[src/rtl/cla_pkg.sv]
// rtl/cla_pkg.sv - shared slice width and FSM state type for the sequential CLA adder
package cla_pkg;
   localparam int SLICE_W = 4;
   typedef enum logic [1:0] {IDLE, RUN, DONE} state_t;
endpackage

[src/rtl/cla4.sv]
// rtl/cla4.sv - combinational 4-bit carry-lookahead slice, also exporting the carry into bit 3
module cla4
   import cla_pkg::*;
(
   input  logic [SLICE_W-1:0] a,
   input  logic [SLICE_W-1:0] b,
   input  logic               ci,
   output logic [SLICE_W-1:0] s,
   output logic               co,
   output logic               c3
);
   logic [SLICE_W-1:0] g;
   logic [SLICE_W-1:0] p;
   logic [SLICE_W:0]   c;

   always_comb begin
      g    = a & b;
      p    = a ^ b;
      c[0] = ci;
      c[1] = g[0] | (p[0] & ci);
      c[2] = g[1] | (p[1] & g[0]) | (p[1] & p[0] & ci);
      c[3] = g[2] | (p[2] & g[1]) | (p[2] & p[1] & g[0]) | (p[2] & p[1] & p[0] & ci);
      c[4] = g[3] | (p[3] & g[2]) | (p[3] & p[2] & g[1]) | (p[3] & p[2] & p[1] & g[0])
           | (p[3] & p[2] & p[1] & p[0] & ci);
      s    = p ^ c[3:0];
      co   = c[4];
      c3   = c[3];
   end
endmodule

[src/rtl/cla_seq_adder.sv]
// rtl/cla_seq_adder.sv - add/subtract one 4-bit CLA slice per cycle, publishing the result on entry to DONE
module cla_seq_adder
   import cla_pkg::*;
#(
   parameter int WIDTH = 32
) (
   input  logic             clk,
   input  logic             rst,
   input  logic             start,
   input  logic             sub,
   input  logic [WIDTH-1:0] a,
   input  logic [WIDTH-1:0] b,
   output logic             busy,
   output logic             done,
   output logic [WIDTH-1:0] s,
   output logic             co,
   output logic             ovf
);
   localparam int NSL = WIDTH / SLICE_W;
   localparam int IW  = $clog2(NSL);
   localparam logic [IW-1:0] LAST = IW'(NSL - 1);

   state_t           state_q, state_d;
   logic [WIDTH-1:0] a_q, a_d, b_q, b_d, acc_q, acc_d, s_q, s_d;
   logic             c_q, c_d, co_q, co_d, ovf_q, ovf_d;
   logic [IW-1:0]    idx_q, idx_d;

   logic [SLICE_W-1:0] sl_a, sl_b, sl_s;
   logic               sl_co, sl_c3;

   assign sl_a = a_q[{idx_q, 2'b00} +: SLICE_W];
   assign sl_b = b_q[{idx_q, 2'b00} +: SLICE_W];

   cla4 u_cla4 (
      .a  (sl_a),
      .b  (sl_b),
      .ci (c_q),
      .s  (sl_s),
      .co (sl_co),
      .c3 (sl_c3)
   );

   always_comb begin
      state_d = state_q;
      a_d     = a_q;
      b_d     = b_q;
      c_d     = c_q;
      idx_d   = idx_q;
      acc_d   = acc_q;
      s_d     = s_q;
      co_d    = co_q;
      ovf_d   = ovf_q;
      case (state_q)
         RUN: begin
            acc_d[{idx_q, 2'b00} +: SLICE_W] = sl_s;
            c_d   = sl_co;
            idx_d = idx_q + IW'(1);
            // s/co/ovf change only here, so partial sums never leak to the outputs
            if (idx_q == LAST) begin
               state_d = DONE;
               s_d     = acc_d;
               co_d    = sl_co;
               ovf_d   = sl_c3 ^ sl_co;
            end
         end
         default: begin
            if (start) begin
               a_d     = a;
               b_d     = sub ? ~b : b;
               c_d     = sub;
               idx_d   = '0;
               state_d = RUN;
            end else begin
               state_d = IDLE;
            end
         end
      endcase
   end

   always_ff @(posedge clk) begin
      if (rst) begin
         state_q <= IDLE;
         a_q     <= '0;
         b_q     <= '0;
         acc_q   <= '0;
         s_q     <= '0;
         c_q     <= 1'b0;
         co_q    <= 1'b0;
         ovf_q   <= 1'b0;
         idx_q   <= '0;
      end else begin
         state_q <= state_d;
         a_q     <= a_d;
         b_q     <= b_d;
         acc_q   <= acc_d;
         s_q     <= s_d;
         c_q     <= c_d;
         co_q    <= co_d;
         ovf_q   <= ovf_d;
         idx_q   <= idx_d;
      end
   end

   assign busy = (state_q == RUN);
   assign done = (state_q == DONE);
   assign s    = s_q;
   assign co   = co_q;
   assign ovf  = ovf_q;
endmodule

[config.mk]
export PLATFORM = sky130hd
export DESIGN_NAME = cla_seq_adder
export DESIGN_NICKNAME = d
export VERILOG_FILES = /design/src/rtl/cla_pkg.sv /design/src/rtl/cla4.sv /design/src/rtl/cla_seq_adder.sv
export SDC_FILE = /design/constraint.sdc
export NUM_CORES = 1
export LEC_CHECK = 0
export BUFFER_PORTS_ARGS = -buffer_cell sky130_fd_sc_hd__clkbuf_2
export CORE_AREA = 2 2 123 137
export CTS_BUF_LIST = sky130_fd_sc_hd__clkbuf_8
export DETAILED_ROUTE_END_ITERATION = 10
export DIE_AREA = 0 0 125 139
export GPL_TIMING_DRIVEN = 0
export PLACE_DENSITY_LB_ADDON = 0.25
export SYNTH_ARGS = -nofsm -noshare
export SYNTH_HDL_FRONTEND = slang
export SYNTH_SLANG_ARGS = --single-unit
[constraint.sdc]
create_clock -name clk -period 3.8 [get_ports clk]
set_input_delay 0.38 -clock clk [delete_from_list [all_inputs] [get_ports clk]]
set_output_delay 0.38 -clock clk [all_outputs]
set_load 0.03 [all_outputs]
==> flow_summary.yaml <==
run_status:
  status: "complete, no violations"
routing:
  drc: 0
  firstDrtPassIters: 5
  ant_nets: 0
  via_count: 5362
  drt-initial-drc-count: 329
  via_per_inst: 5.191
  finalWirelength_um: 16980
  wl_per_cell_um: 16.43
logic_synthesis:
  synth_flop_cell: "dfxtp_1"
  syn_area_um2: 6261
  seq_area_frac_synth_pct: 43.49
  synth_common_cells: "dfxtp_1, nand2_1, nor2_1"
  synth_top_area_share_pct: 43.49
  ys_top_cells_by_area: "dfxtp_1, nand2_1, mux4_2"
  synth_most_common_cell: "dfxtp_1"
  postSynthCellCount: 695
  synth-warning-count: 0
  syn_nets: 776
  syn_area_per_cell_um2: 9.009
  synth.largest_area_cell: "dfxtp_1"
  async_reset_ff_share_pct: 0
  synth_seq_cells: 136
  synth_edf_count: 0
  synth_cell_types: 50
worst_setup_path:
  path_class: "register to register"
  worst_setup_path_end_kind: "register"
  arrival_ns: 3.82
  crit_path_max_fanout: 10
  timing.critical_path.from_type: "register"
  worst_ep_required_time_ns: 4.12
place:
  place_ws_ns: 0.3732
  place_congestion: 0.8520
  dpl.hpwl_um: 12460
  io_buffer_count: 102
floorplan:
  die_h_um: 139
  pin_count: 104
  start_util_pct: 38.98
  dieArea_um2: 17380
  rows: 49
  core_area_um2: 16060
  fp.dieW_um: 125
timing:
  layout_setup_ws_ns: 0.2973
  maxSlewHeadroom_pct: 58.08
  setup_violations: 0
  worst_pin_slew_ns: 0.6289
  finalCriticalPeriod_ns: 3.503
  period_share_pct: 92.18
  final.setup.tns_ns: 0
  slew_viol_final: 0
  hold_viol_final: 0
  rsz0062_at_grt: "no"
  hold_ws_ns: 0.1266
  fin_skew_ns: 0.01213
  clock.fmax_ghz: 0.2855
final_layout:
  final_nets: 897
  syn_to_final_growth_pct: 21.12
  drive_gt1_share_pct: 23.40
  antenna_cells: 0
global_route:
  grt-ovfl-total: 0
  grt_max_degree: 17
  grt_pass1_wl_um: 26930
  grt_pass1_vias: 5115
  grt_antenna_before_repair: 0
  track_usage_pct: 19.61
clock_tree:
  path_clk_slew_ns: 0.08
  htree_levels: 4
  ctsResizeCount: 0
  cts_root_buf: "clkbuf_8"
  hold_buffers: 0
  cts_tree: "built"
  cts_setup_buffers: 0
  cts_buffers: 17
  clock_sinks: 136
  cts_buffer_depth: 2
  clock_latency_ns: 0.47
power_and_ir_drop:
  leakagePower_nw: 3.115
  p_per_area_nw_per_um2: 474.4
  peakVddDrop_v: 0.0002295
job:
  max-cap-violations: 0
min_path:
  hold_class: "primary input to register"
[through the flow]
stage / power (mW) / cells / utilization (%) / instance area, µm²
2_1_floorplan: 1.825 / 695 / - / 6261
3_3_place_gp: 1.964 / 1001 / 43.75 / 7027
3_5_place_dp: 1.967 / 1001 / 43.75 / 7027
4_1_cts: 3.613 / 1033 / 47.21 / 7584
5_1_grt: 3.723 / 1033 / 47.21 / 7584
6_report: 3.598 / 1033 / 47.21 / 7584
[layer usage]
layer | vias to the layer above | global-route usage [%] | wire length (µm)
li1 | 2684 | - | -
met1 | 2502 | 24.88 | 7478
met2 | 146 | 33.01 | 8341
met3 | 30 | 4.244 | 808
met4 | 0 | 6.842 | 348
met5 | - | 0 | 0
[logic make-up after synthesis]
logic type | after synthesis | share of synthesized area [%]
AND/OR/NAND/NOR | 260 | 19.20
AO/OA/AOI/OAI | 137 | 14.89
flip-flops | 136 | 43.49
buffers and inverters | 73 | 5.096
multiplexers | 39 | 9.433
XOR/XNOR | 37 | 5.176
adder cells (fa/ha/maj) | 13 | 2.718
[registers in the layout, indices dropped and copies added, names as in the netlist]
| name | flops |
|---|---|
| b_q | 32 |
| acc_q | 32 |
| a_q | 32 |
| state_q | 2 |
| co | 1 |
| ovf | 1 |
| c_q | 1 |
| idx_q | 3 |
| s | 32 |
[worst paths after layout]
check	slack, ns	endpoint	from	cells after the start
setup / recovery	0.30	acc_q[30]	idx_q[1]	11
hold / removal	0.13	a_q[22]	a[22]	3
setup reg to reg	0.30	acc_q[30]	idx_q[1]	11
hold reg to reg	0.45	s[29]	s[29]	2
[layout make-up]
| type | instances | area, µm² |
|---|---|---|
| Fill cell | 1649 | 8479 |
| Multi-Input combinational cell | 486 | 3219 |
| Sequential cell | 136 | 2723 |
| Timing Repair Buffer | 102 | 510.5 |
| Clock inverter | 13 | 295.3 |
| Clock buffer | 19 | 261.5 |
| Buffer | 56 | 255.2 |
| Tap cell | 204 | 255.2 |
| Inverter | 17 | 63.81 |
[critical path: stages, from the launching register on]
cell and delay (ns):
dfxtp_1 0.46, buf_2 0.34, buf_2 0.34, mux4_2 0.36, nand2_1 0.08, nand2_1 0.12
ha_1 0.33, a211oi_1 0.23, nor2_1 0.11, xnor2_1 0.34, clkbuf_1 0.47, o32ai_1 0.17
[power breakdown]
part	internal [mW]	leakage [nW]	switching (mW)	total [mW]
registers	1.48	1.11	0.0317	1.51
logic	0.172	1.73	0.254	0.426
clock network	1.08	0.272	0.583	1.66
[cells in the final DEF, fill, tap and decap left out, types with 5 or more instances in the layout]
cell type    n
xnor2_1     36
nand3b_1     8
a211oi_1    35
and3_1       6
nand3_1     29
o32ai_1     10
dfxtp_1    136
nand2_1    117
clkbuf_8    19
bufinv_16    9
o21ai_0     21
nor3_1       8
ha_1        12
buf_2       21
or3_1        5
clkbuf_1    24
inv_1       15
nor2_1      66
clkbuf_2   105
mux4_2      16
a21oi_1     36
buf_1        5
a32oi_1     10
mux2i_1     23
(Power assumes the default switching activity.)
